File: src/rtl/pkg_dfm_arb.sv
// Shared types and constants for the DFM bus arbiter.
package pkg_dfm_arb;

    // Access sequencer states
    typedef enum logic [1:0] {
        IDLE   = 2'd0,
        ACCESS = 2'd1,
        RESP   = 2'd2
    } state_t;

    // Requester identities
    typedef enum logic {
        REQ_CPU = 1'b0,
        REQ_DMA = 1'b1
    } req_id_t;

    // Upper address nibble that selects the DFM region
    localparam logic [3:0] DFM_REGION = 4'b0001;

endpackage

File: src/rtl/dfm_arb_priority.sv
// Grant selection between CPU and DMA: CPU has fixed priority, except when
// the DMA has lost STARVE_LIMIT consecutive arbitrations.
module dfm_arb_priority #(
    parameter int STARVE_LIMIT = 3
) (
    input  logic sys_clk,
    input  logic sys_rst,
    input  logic idle,
    input  logic cpu_valid,
    input  logic dma_valid,
    output logic cpu_ready,
    output logic dma_ready
);

    localparam logic [3:0] LIMIT = 4'(STARVE_LIMIT);

    logic [3:0] dma_wait_cnt_reg;
    logic       grant_dma;

    // DMA wins when alone, or when it has waited long enough
    always_comb begin
        grant_dma = dma_valid && (!cpu_valid || (dma_wait_cnt_reg >= LIMIT));
        cpu_ready = idle && cpu_valid && !grant_dma;
        dma_ready = idle && grant_dma;
    end

    // Count CPU wins while DMA is waiting; cleared when DMA is served
    always_ff @(posedge sys_clk or posedge sys_rst) begin
        if (sys_rst) begin
            dma_wait_cnt_reg <= 4'd0;
        end else if (dma_ready) begin
            dma_wait_cnt_reg <= 4'd0;
        end else if (cpu_ready && dma_valid && (dma_wait_cnt_reg < LIMIT)) begin
            dma_wait_cnt_reg <= dma_wait_cnt_reg + 4'd1;
        end
    end

endmodule

File: src/rtl/dfm_bus_arbiter.sv
// Two-requester arbiter and single-beat access sequencer for the data flash
// memory. One access in flight at a time: IDLE -> ACCESS -> RESP.
module dfm_bus_arbiter
    import pkg_dfm_arb::*;
#(
    parameter int ADDR_BUS_WIDTH = 32,
    parameter int DATA_BUS_WIDTH = 32,
    parameter int DFM_ADDR_WIDTH = 10,
    parameter int STARVE_LIMIT   = 3
) (
    input  logic                      sys_clk,
    input  logic                      sys_rst,
    input  logic                      cpu_req_valid,
    output logic                      cpu_req_ready,
    input  logic [ADDR_BUS_WIDTH-1:0] cpu_req_addr,
    input  logic                      cpu_wr_en,
    input  logic [DATA_BUS_WIDTH-1:0] cpu_wr_data,
    output logic                      cpu_rsp_valid,
    output logic                      cpu_rsp_err,
    output logic [DATA_BUS_WIDTH-1:0] cpu_rd_data,
    input  logic                      dma_req_valid,
    output logic                      dma_req_ready,
    input  logic [ADDR_BUS_WIDTH-1:0] dma_req_addr,
    input  logic                      dma_wr_en,
    input  logic [DATA_BUS_WIDTH-1:0] dma_wr_data,
    output logic                      dma_rsp_valid,
    output logic                      dma_rsp_err,
    output logic [DATA_BUS_WIDTH-1:0] dma_rd_data,
    output logic                      dfm_en,
    output logic                      dfm_wr_en,
    output logic [DFM_ADDR_WIDTH-1:0] dfm_addr,
    output logic [DATA_BUS_WIDTH-1:0] dfm_wr_data,
    input  logic [DATA_BUS_WIDTH-1:0] dfm_rd_data
);

    state_t  state_reg;
    req_id_t owner_reg;
    logic    err_reg;
    logic    rd_reg;

    logic                      accept;
    logic [ADDR_BUS_WIDTH-1:0] sel_addr;
    logic                      sel_wr;
    logic [DATA_BUS_WIDTH-1:0] sel_wr_data;
    logic                      in_region;
    logic                      in_resp;
    logic [DATA_BUS_WIDTH-1:0] rsp_data;
    logic                      unused_addr_bits;

    dfm_arb_priority #(
        .STARVE_LIMIT(STARVE_LIMIT)
    ) u_priority (
        .sys_clk   (sys_clk),
        .sys_rst   (sys_rst),
        .idle      (state_reg == IDLE),
        .cpu_valid (cpu_req_valid),
        .dma_valid (dma_req_valid),
        .cpu_ready (cpu_req_ready),
        .dma_ready (dma_req_ready)
    );

    // Route the granted requester's fields and decode its region
    always_comb begin
        accept      = cpu_req_ready || dma_req_ready;
        sel_addr    = dma_req_ready ? dma_req_addr : cpu_req_addr;
        sel_wr      = dma_req_ready ? dma_wr_en    : cpu_wr_en;
        sel_wr_data = dma_req_ready ? dma_wr_data  : cpu_wr_data;
        in_region   = (sel_addr[ADDR_BUS_WIDTH-1 -: 4] == DFM_REGION);
    end

    // Byte offset and the gap between region nibble and word address are don't-care
    assign unused_addr_bits = ^{sel_addr[ADDR_BUS_WIDTH-5:DFM_ADDR_WIDTH+2], sel_addr[1:0]};

    // Access sequencer: latch the accepted request, strobe DFM for one cycle, respond
    always_ff @(posedge sys_clk or posedge sys_rst) begin
        if (sys_rst) begin
            state_reg   <= IDLE;
            owner_reg   <= REQ_CPU;
            err_reg     <= 1'b0;
            rd_reg      <= 1'b0;
            dfm_en      <= 1'b0;
            dfm_wr_en   <= 1'b0;
            dfm_addr    <= '0;
            dfm_wr_data <= '0;
        end else begin
            case (state_reg)
                IDLE: begin
                    if (accept) begin
                        state_reg   <= ACCESS;
                        owner_reg   <= dma_req_ready ? REQ_DMA : REQ_CPU;
                        err_reg     <= !in_region;
                        rd_reg      <= !sel_wr;
                        dfm_en      <= in_region;
                        dfm_wr_en   <= sel_wr && in_region;
                        dfm_addr    <= sel_addr[DFM_ADDR_WIDTH+1:2];
                        dfm_wr_data <= sel_wr_data;
                    end
                end
                ACCESS: begin
                    state_reg <= RESP;
                    dfm_en    <= 1'b0;
                    dfm_wr_en <= 1'b0;
                end
                RESP: begin
                    state_reg <= IDLE;
                end
                default: begin
                    state_reg <= IDLE;
                end
            endcase
        end
    end

    // Steer the response to the owner only; reads of in-region words carry DFM data
    always_comb begin
        in_resp       = (state_reg == RESP);
        rsp_data      = (rd_reg && !err_reg) ? dfm_rd_data : '0;
        cpu_rsp_valid = in_resp && (owner_reg == REQ_CPU);
        dma_rsp_valid = in_resp && (owner_reg == REQ_DMA);
        cpu_rsp_err   = cpu_rsp_valid && err_reg;
        dma_rsp_err   = dma_rsp_valid && err_reg;
        cpu_rd_data   = cpu_rsp_valid ? rsp_data : '0;
        dma_rd_data   = dma_rsp_valid ? rsp_data : '0;
    end

endmodule

File: config.mk
export PLATFORM = sky130hd
export DESIGN_NAME = dfm_bus_arbiter
export DESIGN_NICKNAME = d
export VERILOG_FILES = /design/src/rtl/pkg_dfm_arb.sv /design/src/rtl/dfm_arb_priority.sv /design/src/rtl/dfm_bus_arbiter.sv
export SDC_FILE = /design/constraint.sdc
export NUM_CORES = 1
export LEC_CHECK = 0
export CAP_MARGIN = 25
export CELL_PAD_IN_SITES_DETAIL_PLACEMENT = 1
export CELL_PAD_IN_SITES_GLOBAL_PLACEMENT = 1
export CORE_MARGIN = 3
export CORE_UTILIZATION = 18
export CTS_BUF_LIST = sky130_fd_sc_hd__clkbuf_8
export CTS_CLUSTER_SIZE = 24
export DETAILED_ROUTE_END_ITERATION = 6
export PLACE_DENSITY_LB_ADDON = 0.08
export SLEW_MARGIN = 10
export SYNTH_ARGS = -nofsm -noshare
export SYNTH_HDL_FRONTEND = slang
export SYNTH_SLANG_ARGS = --single-unit
File: constraint.sdc
create_clock -name sys_clk -period 2.2 [get_ports sys_clk]
set_input_delay 0.66 -clock sys_clk [delete_from_list [all_inputs] [get_ports sys_clk]]
set_output_delay 0.66 -clock sys_clk [all_outputs]
set_load 0.05 [all_outputs]
==> flow_summary.ini <==
[status]
status = complete, but fails checks
violations = setup timing

[detailed_routing]
ant_nets = 0
drc = 0
num_vias = 3260
wl_mm = 13.7
drtIter0Drc = 117
wl_per_cell_um = 18.8
routed_via_density = 4.46
drt_first_pass_iters = 4

[clock_tree]
clkSlewWorstSetupHoldPaths_ps = 100
cts_made_buffers = 5
clk_latency_ps = 320
root_buffer = clkbuf_8
cts_buffer_depth = 2
cts_tree = built
cts_sinks = 53
cts_hold_buf = 0
cts_max_level = 2

[worst_setup_path]
end_kind = output port
crit_fanout = 8
reg2reg_slack_ps = 260
regToRegStartpoint = u_priority.dma_wait_cnt_reg[0]
worstPathRequired_ps = 1540
crit_path_start_kind = register
r2r_end = dfm_addr[5]
critical_path_class = reg -> out
reg2reg_depth = 7
worstPathArrival_ps = 1660

[yosys]
synth_seq_cells = 53
ys_seq_area_frac = 0.468
postSynthNetCount = 437
synth_area_leader_cell = dfrtp_1
ys_async_sr_fraction = 1.00
synth_cell_types = 32
syn-instance-count = 270
synth_edf_count = 0
yosysWarningCount = 0
syn_area_per_cell_um2 = 10.5
netlist.area_leader.share = 0.468
synthFlopType = dfrtp_1
synth.area.top_cells = dfrtp_1 47%, a221o_1 15%, and3_1 14%
netlist_area_mm2 = 0.00284

[floorplan]
io_pins = 280
die-width_um = 132
initial_utilization = 0.185
die-area_mm2 = 0.0173
core-area_mm2 = 0.0153
die_h_um = 132
std_cell_rows = 45

[global_route]
grtUsageMet1 = 0.181
grt_use_met2 = 0.264
grt_max_degree = 65
grt_pass1_wl_mm = 21.4
grt_usage = 0.151
antenna_found_initial = 0
grt_pass1_vias = 3706
gr-total-overflow = 0
busiest_layer = met2
met3_usage = 0.0517

[timing]
final_max_slew_viol_count = 0
period_share = 1.06
tightestPinTransition_ps = 531
fin_crit_ps = 2320
setup_violations = 68
fin_setup_tns_ps = -6240
slew-limit-headroom = 0.645
rsz0062_at_grt = yes
hold_violations = 0
fin_ws_ps = -121
fmax_ghz = 0.431
clock_skew_ps = 7.32

[layout]
synthToLayoutAreaGrowth_pct = 145
utilization = 0.454
ff_latch_area_mm2 = 0.00133
multi_input_comb_area_mm2 = 0.00167
fin_nets = 686
largest_reg_flops = 32
layout-drive-gt1-share = 0.375
fillerInstances = 1571
n_antenna_cell = 0

[power]
leakage_nw = 3.02
irDropWorstVdd_v = 0.000507
p_per_area_mw_per_mm2 = 988
finalPower_mw = 6.88

[hold_path]
worstHoldPathType = reg -> reg
whs_endpoint = dfm_en
min_from = dfm_en
hold_depth = 2

[place]
io_buffer_count = 243
dp_hpwl_mm = 9.57
gp_congestion = 0.732

[run]
cap_violations = 0
[kinds of logic after synthesis]
logic type	after synthesis	synth area share
xor+xnor	1	0.00309
mux	3	0.0110
fa+ha+maj	1	0.00441
simple gates	128	0.287
buf+inv	32	0.0490
flops	53	0.468
compound gates	52	0.177
[area by class of cell]
type / instances / area share
Sequential cell: 53 / 0.191
Clock buffer: 5 / 0.00989
Multi-Input combinational cell: 185 / 0.240
Clock inverter: 3 / 0.00935
Timing Repair Buffer: 272 / 0.511
Inverter: 2 / 0.00108
Tap cell: 211 / 0.0379
[worst max path at each step]
stage	startpoint	endpoint	slack, ps
floorplan	state_reg[0]	dma_rd_data[2]	10
global placement	cpu_req_valid	cpu_req_ready	-330
detailed placement	cpu_req_valid	cpu_req_ready	-320
CTS	u_priority.dma_wait_cnt_reg[1]	dma_req_ready	-140
global route	state_reg[0]	cpu_rd_data[3]	-200
finish	state_reg[0]	cpu_rd_data[21]	-120
[cells in the final DEF, fill, tap and decap left out, types with 2 or more instances in the layout]
cell type and n:
clkdlybuf4s50_1 144, buf_12 76, nor2_1 3, bufinv_16 2, mux2i_1 2, nor2b_1 45
and3_1 4, dlygate4sd2_1 2, inv_2 2, buf_6 6, dfrtp_1 53, o21ai_0 2
and2_4 2, a221o_1 42, o21a_1 2, clkbuf_8 5, nand2_1 2, buf_4 24
clkbuf_16 4, dlymetal6s2s_1 13, and3_4 50, buf_16 2, and3_2 10
[Yosys cell counts (2+ instances only)]
| cell type | count |
|---|---|
| and3_1 | 64 |
| dfrtp_1 | 53 |
| nor2b_1 | 46 |
| a221o_1 | 42 |
| buf_2 | 15 |
| clkbuf_1 | 15 |
| nor2_1 | 3 |
| a21oi_1 | 2 |
| and2_1 | 2 |
| inv_1 | 2 |
| mux2i_1 | 2 |
| nand2_1 | 2 |
| o21a_1 | 2 |
| o21ai_0 | 2 |
[per-layer routing]
metal,vias up,part of all wire
met1,1587,0.41
met5,-,0
met2,163,0.51
li1,1504,-
met4,0,0.0071
met3,6,0.077
[what timing repair did]
item / in CTS / in global routing
pin swaps: 12 / 15
buffers inserted: 5 / 2
gates resized for setup: 61 / 24
endpoints found under the setup margin: 69 / 82
cloned: 2 / 4
[worst max-delay path, stage by stage, from the launching register on]
cell and delay (ps):
dfrtp_1 430, nor3b_4 210, buf_6 200, clkbuf_16 180, and3_4 200, buf_12 130
[per-stage QoR]
step / cells / hold slack (ps) / setup slack [ps] / cell area (µm²)
6_report: 731 / 521 / -121 / 6960
5_1_grt: 731 / 599 / -197 / 6960
4_1_cts: 725 / 545 / -142 / 6770
3_5_place_dp: 710 / 508 / -321 / 6320
3_3_place_gp: 710 / 501 / -326 / 6320
2_1_floorplan: 270 / 484 / 14.9 / 2920
[report_power, final]
part / internal, mW / switching, mW
Combinational: 1.88 / 2.59
Clock: 0.453 / 0.351
Sequential: 1.39 / 0.214
Total: 3.72 / 3.15
Note: power is estimated with default switching activity, not from simulation.
